$ cat src/rtl/pc_sequencer_pkg.sv
// Shared CPU definitions for the program-counter sequencer: address width,
// instruction opcodes and the decoder helper used by pc_sequencer.
package pc_sequencer_pkg;

    localparam int ADDR_W = 12;
    localparam int INST_W = 19;

    typedef logic [ADDR_W-1:0] addr_t;

    localparam addr_t INT_VEC_DEFAULT = 12'd1;

    localparam logic [4:0] OPC_JMP     = 5'b11100;
    localparam logic [4:0] OPC_JSB     = 5'b11101;
    localparam logic [4:0] OPC_BZ      = 5'b10100;
    localparam logic [4:0] OPC_BNZ     = 5'b10101;
    localparam logic [4:0] OPC_RET_GRP = 5'b11110;
    localparam logic [4:0] OPC_INT_GRP = 5'b11111;

    localparam logic [1:0] SUB_RET  = 2'b00;
    localparam logic [1:0] SUB_RETI = 2'b01;
    localparam logic [1:0] SUB_ENAI = 2'b00;
    localparam logic [1:0] SUB_DISI = 2'b01;

    typedef enum logic [3:0] {
        OP_SEQ,
        OP_JMP,
        OP_JSB,
        OP_BZ,
        OP_BNZ,
        OP_RET,
        OP_RETI,
        OP_ENAI,
        OP_DISI
    } op_t;

    typedef enum logic {
        ST_RUN,
        ST_ISR
    } isr_state_t;

    // Unlisted encodings, including unused sub-ops of the 1111x groups, run sequentially.
    function automatic op_t decode(input logic [INST_W-1:0] inst);
        op_t op;
        op = OP_SEQ;
        case (inst[18:14])
            OPC_JMP: op = OP_JMP;
            OPC_JSB: op = OP_JSB;
            OPC_BZ:  op = OP_BZ;
            OPC_BNZ: op = OP_BNZ;
            OPC_RET_GRP: begin
                if (inst[13:12] == SUB_RET)       op = OP_RET;
                else if (inst[13:12] == SUB_RETI) op = OP_RETI;
            end
            OPC_INT_GRP: begin
                if (inst[13:12] == SUB_ENAI)      op = OP_ENAI;
                else if (inst[13:12] == SUB_DISI) op = OP_DISI;
            end
            default: op = OP_SEQ;
        endcase
        return op;
    endfunction

endpackage

$ cat src/rtl/ret_stack.sv
// Circular return-address stack: a push when full overwrites the oldest entry,
// so the newest RS_DEPTH return addresses are always kept.
module ret_stack
    import pc_sequencer_pkg::*;
#(
    parameter  int RS_DEPTH = 4,
    localparam int CNT_W    = $clog2(RS_DEPTH + 1),
    localparam int PTR_W    = (RS_DEPTH > 1) ? $clog2(RS_DEPTH) : 1
) (
    input  logic             clk,
    input  logic             rst,
    input  logic             push,
    input  logic             pop,
    input  addr_t            push_data,
    output addr_t            top_data,
    output logic             full,
    output logic             empty,
    output logic [CNT_W-1:0] count
);

    addr_t            mem [RS_DEPTH];
    logic [PTR_W-1:0] wr_ptr;

    function automatic logic [PTR_W-1:0] ptr_inc(input logic [PTR_W-1:0] p);
        return (p == PTR_W'(RS_DEPTH - 1)) ? '0 : p + PTR_W'(1);
    endfunction

    function automatic logic [PTR_W-1:0] ptr_dec(input logic [PTR_W-1:0] p);
        return (p == '0) ? PTR_W'(RS_DEPTH - 1) : p - PTR_W'(1);
    endfunction

    // NOTE: the storage array has no reset; count=0 already marks every entry invalid.
    always_ff @(posedge clk) begin
        if (push) mem[wr_ptr] <= push_data;
    end

    // NOTE: sequential state uses non-blocking assignments so every register
    // samples the pre-edge values regardless of statement order.
    always_ff @(posedge clk or posedge rst) begin
        if (rst) begin
            wr_ptr <= '0;
            count  <= '0;
        end else if (push) begin
            wr_ptr <= ptr_inc(wr_ptr);
            if (!full) count <= count + CNT_W'(1);
        end else if (pop && !empty) begin
            wr_ptr <= ptr_dec(wr_ptr);
            count  <= count - CNT_W'(1);
        end
    end

    assign full     = (count == CNT_W'(RS_DEPTH));
    assign empty    = (count == '0);
    assign top_data = mem[ptr_dec(wr_ptr)];

endmodule

$ cat src/rtl/pc_sequencer.sv
// Program-counter sequencer: next-PC selection, return stack control and
// single-level interrupt entry/exit with an EPC save register.
module pc_sequencer
    import pc_sequencer_pkg::*;
#(
    parameter int    RS_DEPTH = 4,
    parameter addr_t INT_VEC  = INT_VEC_DEFAULT
) (
    input  logic              clk,
    input  logic              rst,
    input  logic [INST_W-1:0] inst,
    input  logic              cc_z,
    input  logic              stall,
    input  logic              irq,
    output logic [ADDR_W-1:0] cur_addr,
    output logic              int_en,
    output logic              in_isr,
    output logic              irq_ack,
    output logic              stk_err
);

    localparam int STK_CNT_W = $clog2(RS_DEPTH + 1);

    op_t                  op;
    isr_state_t           state, state_nxt;
    addr_t                pc_inc, br_target, next_pc, epc, stk_top;
    logic                 push, pop, err_evt, int_en_nxt, reti_ok;
    logic                 pending, pending_eff, take_irq;
    logic                 stk_full, stk_empty;
    logic [STK_CNT_W-1:0] stk_count;

    assign op        = decode(inst);
    assign pc_inc    = cur_addr + addr_t'(1);
    assign br_target = pc_inc + {{(ADDR_W - 8){inst[7]}}, inst[7:0]};

    // NOTE: every output of this block gets a default first, so no path infers a latch.
    always_comb begin
        next_pc    = pc_inc;
        push       = 1'b0;
        pop        = 1'b0;
        err_evt    = 1'b0;
        int_en_nxt = int_en;
        reti_ok    = 1'b0;
        case (op)
            OP_JMP: next_pc = inst[ADDR_W-1:0];
            OP_JSB: begin
                next_pc = inst[ADDR_W-1:0];
                push    = 1'b1;
                err_evt = stk_full;
            end
            OP_BZ:  if (cc_z)  next_pc = br_target;
            OP_BNZ: if (!cc_z) next_pc = br_target;
            OP_RET: begin
                if (stk_empty) begin
                    err_evt = 1'b1;
                end else begin
                    pop     = 1'b1;
                    next_pc = stk_top;
                end
            end
            OP_RETI: begin
                if (in_isr) begin
                    reti_ok = 1'b1;
                    next_pc = epc;
                end else begin
                    err_evt = 1'b1;
                end
            end
            OP_ENAI: int_en_nxt = 1'b1;
            OP_DISI: int_en_nxt = 1'b0;
            default: ;
        endcase
    end

    ret_stack #(.RS_DEPTH(RS_DEPTH)) u_ret_stack (
        .clk       (clk),
        .rst       (rst),
        .push      (push && !stall),
        .pop       (pop && !stall),
        .push_data (pc_inc),
        .top_data  (stk_top),
        .full      (stk_full),
        .empty     (stk_empty),
        .count     (stk_count)
    );

    // A request arriving this cycle counts as pending, so entry can happen immediately.
    assign pending_eff = pending | irq;
    assign take_irq    = pending_eff & int_en & !in_isr & !stall;

    always_ff @(posedge clk or posedge rst) begin
        if (rst) state <= ST_RUN;
        else     state <= state_nxt;
    end

    always_comb begin
        state_nxt = state;
        if (!stall) begin
            case (state)
                ST_RUN:  if (take_irq) state_nxt = ST_ISR;
                ST_ISR:  if (reti_ok)  state_nxt = ST_RUN;
                default: state_nxt = ST_RUN;
            endcase
        end
    end

    always_comb begin
        in_isr = (state == ST_ISR);
    end

    always_ff @(posedge clk or posedge rst) begin
        if (rst) begin
            cur_addr <= '0;
            epc      <= '0;
            int_en   <= 1'b0;
            pending  <= 1'b0;
            stk_err  <= 1'b0;
            irq_ack  <= 1'b0;
        end else begin
            irq_ack <= take_irq;
            pending <= pending_eff & !take_irq;
            if (!stall) begin
                int_en  <= int_en_nxt;
                stk_err <= stk_err | err_evt;
                if (take_irq) begin
                    cur_addr <= INT_VEC;
                    epc      <= next_pc;
                end else begin
                    cur_addr <= next_pc;
                end
            end
        end
    end

    // The occupancy count must agree with the full flag reported by the stack.
    assert property (@(posedge clk) disable iff (rst)
        stk_full == (stk_count == STK_CNT_W'(RS_DEPTH)));

endmodule

$ cat config.mk
export PLATFORM = sky130hd
export DESIGN_NAME = pc_sequencer
export DESIGN_NICKNAME = d
export VERILOG_FILES = /design/src/rtl/pc_sequencer_pkg.sv /design/src/rtl/ret_stack.sv /design/src/rtl/pc_sequencer.sv
export SDC_FILE = /design/constraint.sdc
export NUM_CORES = 1
export LEC_CHECK = 0
export CAP_MARGIN = 15
export CORE_MARGIN = 2
export CORE_UTILIZATION = 35
export CTS_CLUSTER_SIZE = 16
export DETAILED_ROUTE_END_ITERATION = 10
export PLACE_DENSITY = 0.55
export SLEW_MARGIN = 5
export SYNTH_ARGS = -nofsm -noshare
export SYNTH_HDL_FRONTEND = slang
export SYNTH_SLANG_ARGS = --single-unit
export TNS_END_PERCENT = 10
$ cat constraint.sdc
create_clock -name clk -period 4.1 [get_ports clk]
set_input_delay 0.615 -clock clk [delete_from_list [all_inputs] [get_ports clk]]
set_output_delay 0.615 -clock clk [all_outputs]
set_load 0.01 [all_outputs]
==> metrics.cfg, run 1 <==
[power_and_ir_drop]
p_comb_share_pct = 38.6
ir_worst_vdd_v = 0.000225
clockPowerShare_pct = 24.2
p_seq_share_pct = 37.2
p_int_w = 0.00202
leakage_nw = 2.14
power.switching_w = 0.00116
swShare_pct = 36.4
cellPowerDensity_mw_per_mm2 = 565

[clock_tree]
post_cts_resize_count = 0
clock_sinks = 82
cts_tree = built
post-cts-setup-buffer-count = 0
cts-root-buf = clkbuf_16
cts_hold_buf = 0
clkTransAtPathRegs_ns = 0.07
htreeDepth = 3
cts_buffers = 9
cts_buffer_depth = 2
clock_latency_ns = 0.35

[critical_path]
cp_data_required_time_ns = 4.37
cpLargestDelayFamily = compound AO/OA/AOI/OAI gates
crit_path_max_fanout = 8
worstPathArrival_ns = 3.73
path_buf_inv = 0
critPathKind = reg2reg
start_kind = flip-flop
cp_slowest_cell = xnor2_1
cp-end-kind = flip-flop
cp_cell_sequence = ha_1, nand3_1, xnor2_1, ha_1, o21a_1, o21a_1, a21o_1, a31oi_1, xor2_1, mux2_2, a31oi_1
critPathMaxStageDelay_ns = 0.51

[synth]
syn_avg_cell_area_um2 = 11.7
ys_types = 69
synth-seq-cells = 82
yosysWarnings = 0
async_flop_share_pct = 41.5
syn_inst = 402
syn_area_mm2 = 0.00470
synth_edf_count = 48
seq_area_frac_synth_pct = 48.8
syn_nets = 446
synth_ff_type = edfxtp_1

[timing]
fmaxAchievable_ghz = 0.289
rsz0062_at_grt = false
drv_slew = 0
fin_crit_ns = 3.46
hold-worst-slack_ns = 0.483
fin_crit_sh_pct = 84.5
hold_viol_final = 0
layout_setup_ws_ns = 0.636
tightest_slew_ns = 0.750
setup_violations = 0
finalSetupTns_ns = 0
finClkSkew_ns = 0.00998
relSlewSlack_pct = 50.0

[finish]
fin_cells = 632
layout_commonest_cell = edfxtp_1
finalNetCount = 495
final_cell_mix = edfxtp_1 (48), clkdlybuf4s50_1 (39), nand2_1 (35), dfrtp_1 (34), o21ai_0 (26)
layout-drive-gt1-share_pct = 13.6
final_area_mm2 = 0.00562
area_growth_pct = 19.6
diodes = 0

[hold_path]
hold_class = reg2reg

[grt]
grt_max_degree = 35
grt-ovfl-total = 0
grt_pass1_vias = 3566
grt_pass1_wl_um = 19900
antenna_found_initial = 0
track_usage_pct = 18.5

[outcome]
status = finished, final reports clean

[placed_design]
routabilityCongestion = 0.868
place_area_mm2 = 0.00534
io_buffers = 39
dp.cells = 616
pre_cts_ws_ns = 0.665
hpwl_um = 9370

[job]
max-cap-violations = 0

[route]
drt-pass1-iter-count = 5
avgViaCountPerCell = 5.60
ant_nets = 0
wl_um = 12600
drt_iter0_markers = 208
via_count = 3538
detail_route.wl_per_cell_um = 20.0
drc = 0

[floorplanning]
rows = 42
die_area_mm2 = 0.0144
io_pins = 40
initial_core_util_pct = 35.6
die_h_um = 120
core_mm2 = 0.0132
die_x_um = 120

metal layers:
layer / share of wire (%) / vias to the layer above / GRT usage [%]
met1: 46 / 1765 / 24.3
met2: 47 / 109 / 29.5
li1: - / 1646 / -
met5: 0 / - / 0
met4: 2.8 / 0 / 7.43
met3: 4.6 / 18 / 4.37
synth_stat cells, types with 2 or more instances:
cell	n	share of area, %
nand2_1	35	2.8
or3_1	3	0.40
mux4_2	12	5.8
mux2_2	6	1.4
dfrtp_1	34	18
o21bai_1	4	0.64
a21oi_1	18	1.9
a22oi_1	7	1.1
clkbuf_1	7	0.56
o21ai_0	26	2.8
a211oi_1	2	0.32
nand2b_1	2	0.27
nand3_1	7	0.75
o31ai_1	2	0.32
a21o_1	5	0.80
nand3b_1	2	0.32
and3_1	11	1.5
nor2_1	15	1.2
xor2_1	13	2.4
o21ba_2	2	0.43
and2_1	5	0.67
or2_2	2	0.27
o2111ai_1	3	0.56
o21ai_1	2	0.21
nor4_1	2	0.27
a221oi_1	4	0.75
a221o_1	2	0.43
mux2i_1	6	1.3
buf_4	2	0.32
a222oi_1	2	0.43
nand4_1	5	0.67
edfxtp_1	48	31
a31oi_1	5	0.67
o21a_1	5	0.80
nor3_1	12	1.3
o211ai_1	3	0.48
ha_1	18	4.8
fa_1	2	0.85
a22o_1	6	1.1
buf_2	4	0.43
inv_1	14	1.1
xnor2_1	10	1.9
flip-flops by register name (all words and copies together), names as in the netlist:
| name | cells |
|---|---|
| int_en | 1 |
| u_ret_stack.wr_ptr | 2 |
| pending | 1 |
| epc | 12 |
| stk_err | 1 |
| irq_ack | 1 |
| u_ret_stack.mem | 48 |
| u_ret_stack.count | 3 |
| cur_addr | 12 |
| in_isr | 1 |
metrics by stage:
step                utilization, %  power [W]
floorplan                        -    0.00199
global placement              40.5    0.00242
detailed placement            40.5    0.00243
CTS                           42.6    0.00321
global route                  42.6    0.00337
finish                        42.6    0.00317
cell families after synthesis:
group                      Yosys count  share of synthesized area [%]
adders and majority gates           20                           5.65
muxes                               25                           8.71
AOI/OAI and AO/OA                  110                           16.8
DFF                                 82                           48.8
buffers and inverters               30                           2.69
and+or+nand+nor                    112                           13.0
xor gates and xnor gates            23                           4.29
final cells by class:
class	instances	area [um2]
timing repair buffer	52	488
sequential	82	2290
fill	1270	7570
clock buffer	10	229
tap	176	220
clock inverter	6	50.0
multi-input combinational	290	2280
inverter	16	60.1
worst paths after layout:
check	start	endpoint	slack, ns	depth (start not counted)
min reg2reg	stk_err	stk_err	0.48	1
min	stk_err	stk_err	0.48	1
max reg2reg	cur_addr[1]	cur_addr[11]	0.64	11
max	cur_addr[1]	cur_addr[11]	0.64	11
min in group asynchronous	rst	cur_addr[4]	0.68	3
max in group asynchronous	rst	u_ret_stack.count[0]	3.10	3
power by group through the flow:
stage	logic [W]	clock network [W]	registers (W)
6_report	0.00123	0.000768	0.00118
3_3_place_gp	0.00123	0	0.00119
5_1_grt	0.00135	0.000821	0.00120
4_1_cts	0.00124	0.000786	0.00118
3_5_place_dp	0.00123	0	0.00119
2_1_floorplan	0.000816	0	0.00117
(Power assumes the default switching activity.)
==> inputs of run 2 (changes only) <==
clock period = 3.3 ns   (was 4.1 ns; I/O delays follow)
==> metrics.cfg, run 2 (same netlist as run 1, synthesis figures left out) <==
[outcome]
status = finished, final reports clean

[clock_tree]
cts_buffer_depth = 2  ; unchanged
post_cts_resize_count = 0  ; unchanged
cts_hold_buf = 0  ; unchanged
post-cts-setup-buffer-count = 0  ; unchanged
cts_buffers = 9  ; unchanged
cts_tree = built
htreeDepth = 3  ; unchanged
clkTransAtPathRegs_ns = 0.06  ; about the same
cts-root-buf = clkbuf_16
clock_sinks = 82  ; unchanged
clock_latency_ns = 0.34  ; about the same

[route]
ant_nets = 0  ; unchanged
drt_iter0_markers = 331  ; +59%
wl_um = 13300  ; +5.3%
drc = 0  ; unchanged
avgViaCountPerCell = 5.45  ; -2.6%
detail_route.wl_per_cell_um = 20.4  ; +2.2%
via_count = 3550  ; +0.34%
drt-pass1-iter-count = 6  ; +1

[power_and_ir_drop]
ir_worst_vdd_v = 0.000352  ; +57%
power.switching_w = 0.00144  ; +25%
p_int_w = 0.00271  ; +34%
leakage_nw = 2.25  ; +5.2%
p_seq_share_pct = 35.1  ; -2.1 points
p_comb_share_pct = 39.5  ; +0.9 points
cellPowerDensity_mw_per_mm2 = 715  ; +26%
swShare_pct = 34.7  ; -1.7 points
power_w = 0.00416  ; +31%
clockPowerShare_pct = 25.4  ; +1.2 points

[placed_design]
pre_cts_ws_ns = 0.222  ; -0.443 ns
routabilityCongestion = 0.932  ; +7.4%
hpwl_um = 9830  ; +4.9%
dp.cells = 635  ; +3.1%
io_buffers = 39  ; unchanged

[timing]
hold_viol_final = 0  ; unchanged
drv_slew = 0  ; unchanged
fmaxAchievable_ghz = 0.320  ; +11%
layout_setup_ws_ns = 0.176  ; -0.460 ns
fin_crit_ns = 3.12  ; -0.340 ns
fin_crit_sh_pct = 94.7  ; +10 points
relSlewSlack_pct = 53.6  ; +3.6 points
setup_violations = 0  ; unchanged
finClkSkew_ns = 0.00642  ; -0.00357 ns
finalSetupTns_ns = 0  ; unchanged
hold-worst-slack_ns = 0.479  ; -0.00433 ns
rsz0062_at_grt = false
tightest_slew_ns = 0.694  ; -0.0557 ns

[floorplanning]
io_pins = 40  ; unchanged
die_x_um = 120  ; unchanged
die_area_mm2 = 0.0144  ; unchanged
die_h_um = 120  ; unchanged
core_mm2 = 0.0132  ; unchanged
initial_core_util_pct = 35.6  ; unchanged
rows = 42  ; unchanged

[critical_path]
cp_data_required_time_ns = 3.56  ; -0.81 ns
critPathKind = reg2reg
start_kind = flip-flop
worstPathArrival_ns = 3.38  ; -0.35 ns
crit_path_max_fanout = 8  ; unchanged
cp-end-kind = flip-flop

[grt]
track_usage_pct = 19.9  ; +1.4 points
grt_max_degree = 35  ; unchanged
grt_pass1_vias = 3656  ; +2.5%
antenna_found_initial = 0  ; unchanged
grt-ovfl-total = 0  ; unchanged
grt_pass1_wl_um = 21300  ; +6.8%

[finish]
finalNetCount = 514  ; +3.8%
layout-drive-gt1-share_pct = 16.8  ; +3.2 points
layout_commonest_cell = edfxtp_1
num-fill-cells = 1219  ; -4.0%
fin_cells = 651  ; +3.0%
top_regs = u_ret_stack.mem: 48 flops, cur_addr: 12 flops, epc: 12 flops
area_growth_pct = 23.8
largest-register = u_ret_stack.mem
largest_reg_flops = 48  ; unchanged
diodes = 0  ; unchanged
final_cell_mix = edfxtp_1 (48), clkdlybuf4s50_1 (39), nand2_1 (35), dfrtp_1 (34), buf_4 (30)

[hold_path]
hold_class = reg2reg

[job]
max-cap-violations = 0  ; unchanged

## run 2: cell types whose count changed in the layout (fill, tap and decap cells not counted)
cell	delta
inv_6	-2
buf_12	+2
bufinv_16	+2
clkinv_2	+1
clkinv_4	-1
inv_8	-1
buf_4	+17
clkinv_1	+1
## run 2: critical path, stage by stage, from the launching register on
cell and delay, ns:
dfrtp_1 0.47, and3_1 0.22, nand3_1 0.09, xor2_1 0.29
inv_1 0.19, ha_1 0.35, o21a_1 0.12, o21a_1 0.17
a21o_1 0.20, a31oi_1 0.19, xor2_1 0.19, mux2_2 0.37
a31oi_1 0.19
## run 2: layer usage
metal  vias to the layer above  wire [um]  track usage, %
met4                         0        430            8.75
met1                      1733       5910            27.3
li1                       1686          -               -
met5                         -          0               0
met3                        24        775            4.13
met2                       107       6190            30.6
## run 2: power by group through the flow
stage	sequential, W	combinational [W]	clock (W)
after floorplan	0.00146	0.00101	0
after global placement	0.00147	0.00162	0
after detailed placement	0.00148	0.00163	0
after CTS	0.00146	0.00165	0.00107
after global routing	0.00148	0.00179	0.00111
final	0.00146	0.00164	0.00106
## run 2: stage by stage
stage / area [um2] / util (%)
2_1_floorplan: 4700 / -
3_3_place_gp: 5510 / 41.7
3_5_place_dp: 5510 / 41.7
4_1_cts: 5820 / 44.1
5_1_grt: 5820 / 44.1
6_report: 5820 / 44.1
## run 2: worst paths after layout
path	startpoint	endpoint	slack [ns]	cells after the start
max reg2reg	cur_addr[2]	epc[11]	0.18	12
min	epc[0]	epc[0]	0.48	2
max in group asynchronous	rst	epc[0]	2.39	3
min reg2reg	epc[0]	epc[0]	0.48	2
max	cur_addr[2]	epc[11]	0.18	12
min in group asynchronous	rst	irq_ack	0.57	3
## run 2: cell type report
class / count / area [um2] / area share [%]
sequential: 82 / 2290 / 39.4
multi-input combinational: 290 / 2280 / 39.2
timing repair buffer: 71 / 656 / 11.3
clock buffer: 10 / 229 / 3.94
tap: 176 / 220 / 3.79
clock inverter: 6 / 81.3 / 1.40
inverter: 16 / 60.1 / 1.03
==> inputs of run 3 (changes only) <==
--- a/config.mk
+++ b/config.mk
@@ -12,3 +12,4 @@
 export DETAILED_ROUTE_END_ITERATION = 10
-export PLACE_DENSITY = 0.55
+export DONT_BUFFER_PORTS = 1
+export PLACE_DENSITY = 0.51
 export SLEW_MARGIN = 5
==> constraint.sdc (replaced) <==
create_clock -name clk -period 3.3 [get_ports clk]
set_input_delay 0.66 -clock clk [delete_from_list [all_inputs] [get_ports clk]]
set_output_delay 0.66 -clock clk [all_outputs]
set_load 0.01 [all_outputs]
==> metrics.cfg, run 3 (same netlist as run 1, synthesis figures left out) <==
[placed_design]
hpwl_um = 9610  ; -2.3%
routabilityCongestion = 0.884  ; -5.1%
io_buffers = 0  ; -100%

[route]
drt-pass1-iter-count = 5  ; -1
drc = 0  ; unchanged
drt_iter0_markers = 258  ; -22%
ant_nets = 0  ; unchanged
wl_um = 12800  ; -3.9%
via_count = 3436  ; -3.2%
detail_route.wl_per_cell_um = 21.2  ; +4.0%
avgViaCountPerCell = 5.71  ; +4.7%

[finish]
layout-drive-gt1-share_pct = 16.7  ; -0.18 points
diodes = 0  ; unchanged
layout_commonest_cell = edfxtp_1
utilization_pct = 40.3  ; -3.8 points
largest-register = u_ret_stack.mem
final_cell_mix = edfxtp_1 (48), nand2_1 (35), dfrtp_1 (33), o21ai_0 (26), buf_4 (22)
num-fill-cells = 1267  ; +3.9%
top_regs = u_ret_stack.mem: 48 flops, cur_addr: 12 flops, epc: 12 flops
largest_reg_flops = 48  ; unchanged
finalNetCount = 465  ; -9.5%
area_growth_pct = 13.1

[timing]
fin_crit_ns = 3.09  ; -0.0317 ns
fin_crit_sh_pct = 93.7  ; -0.96 points
relSlewSlack_pct = 54.1  ; +0.54 points
hold_viol_final = 0  ; unchanged
setup_violations = 0  ; unchanged
finalSetupTns_ns = 0  ; unchanged
rsz0062_at_grt = false
drv_slew = 0  ; unchanged
fmaxAchievable_ghz = 0.323  ; +1.0%
tightest_slew_ns = 0.686  ; -0.00805 ns
finClkSkew_ns = 0.00653  ; +0.000118 ns

[grt]
grt-ovfl-total = 0  ; unchanged
grt_pass1_wl_um = 20200  ; -5.0%
grt_max_degree = 22  ; -37%
grt_pass1_vias = 3501  ; -4.2%
track_usage_pct = 18.9  ; -1.0 points
antenna_found_initial = 0  ; unchanged

[clock_tree]
clock_latency_ns = 0.35  ; about the same
cts-root-buf = clkbuf_16
clkTransAtPathRegs_ns = 0.06  ; about the same
cts_hold_buf = 0  ; unchanged
htreeDepth = 3  ; unchanged
cts_tree = built
cts_buffer_depth = 2  ; unchanged
cts_buffers = 9  ; unchanged
clock_sinks = 82  ; unchanged

[critical_path]
reg2reg_depth = 10  ; -2
critPathMaxStageDelay_ns = 0.39  ; -0.08 ns
cp_data_required_time_ns = 3.57  ; about the same
cp_slowest_cell = dfrtp_1
path_buf_inv = 0  ; -1
start_kind = flip-flop
worstPathArrival_ns = 3.36  ; -0.02 ns
path_depth = 10  ; -2
cp-end-kind = flip-flop
crit_path_max_fanout = 5  ; -3
critPathKind = reg2reg
cpLargestDelayFamily = compound AO/OA/AOI/OAI gates
cp_cell_sequence = ha_1, xor2_1, ha_1, o21ai_0, o21ai_0, a21o_1, a31oi_1, xor2_1, mux2_2, a31oi_1

[power_and_ir_drop]
p_seq_share_pct = 37.8  ; +2.7 points
ir_worst_vdd_v = 0.000338  ; -4.1%
power_w = 0.00392  ; -5.8%
leakage_nw = 2.03  ; -9.7%
clockPowerShare_pct = 25.5  ; about the same
power.switching_w = 0.00140  ; -3.0%
cellPowerDensity_mw_per_mm2 = 737  ; +3.2%
p_comb_share_pct = 36.7  ; -2.8 points
swShare_pct = 35.7  ; +1.0 points
p_int_w = 0.00252  ; -7.2%

[floorplanning]
initial_core_util_pct = 35.6  ; unchanged
die_h_um = 120  ; unchanged
rows = 42  ; unchanged
io_pins = 40  ; unchanged
die_area_mm2 = 0.0144  ; unchanged
die_x_um = 120  ; unchanged
core_mm2 = 0.0132  ; unchanged

[job]
max-cap-violations = 0  ; unchanged

[hold_path]
hold_class = in2async

[outcome]
status = finished, final reports clean

run 3: through the flow:
stage | cell area, um2 | setup WS, ns | instances | hold slack [ns]
after floorplan | 4700 | 0.330 | 402 | 0.449
after global placement | 5010 | 0.300 | 586 | 0.464
after detailed placement | 5010 | 0.263 | 586 | 0.479
after CTS | 5310 | 0.245 | 602 | 0.279
after global routing | 5310 | 0.00152 | 602 | 0.319
final | 5310 | 0.208 | 602 | 0.272
run 3: per-layer routing:
metal	up-vias	part of all wire, %	global-route usage, %
met4	0	1.8	6.32
met5	-	0	0
met1	1729	45	24.8
met2	98	48	30.5
li1	1588	-	-
met3	21	5.9	4.99
run 3: repair_timing:
item                       in CTS  in global routing
resized for setup               0                  1
setup endpoints to repair       0                  1
buffers inserted                0                  0
run 3: final timing paths:
kind                                          to   startpoint  slack, ns
max                                 cur_addr[11]  cur_addr[0]       0.21
min                                  cur_addr[9]          rst       0.27
max reg2reg                         cur_addr[11]  cur_addr[0]       0.21
min reg2reg                               epc[6]       epc[6]       0.49
max in group asynchronous            cur_addr[3]          rst       2.29
min in group clk           u_ret_stack.wr_ptr[1]        stall       0.39
run 3: area by class of cell:
cell class	count	area [um2]	area share (%)
Multi-Input combinational cell	290	2280	42.9
Tap cell	176	220	4.15
Sequential cell	82	2290	43.2
Timing Repair Buffer	22	165	3.11
Clock inverter	7	70.1	1.32
Clock buffer	9	225	4.24
Inverter	16	60.1	1.13
run 3: power groups by stage:
| stage | clock network, W | registers, W | logic, W |
|---|---|---|---|
| final | 0.000999 | 0.00148 | 0.00144 |
| after global routing | 0.00107 | 0.00150 | 0.00160 |
| after CTS | 0.00102 | 0.00148 | 0.00145 |
| after detailed placement | 0 | 0.00150 | 0.00144 |
| after global placement | 0 | 0.00149 | 0.00143 |
| after floorplan | 0 | 0.00146 | 0.00101 |
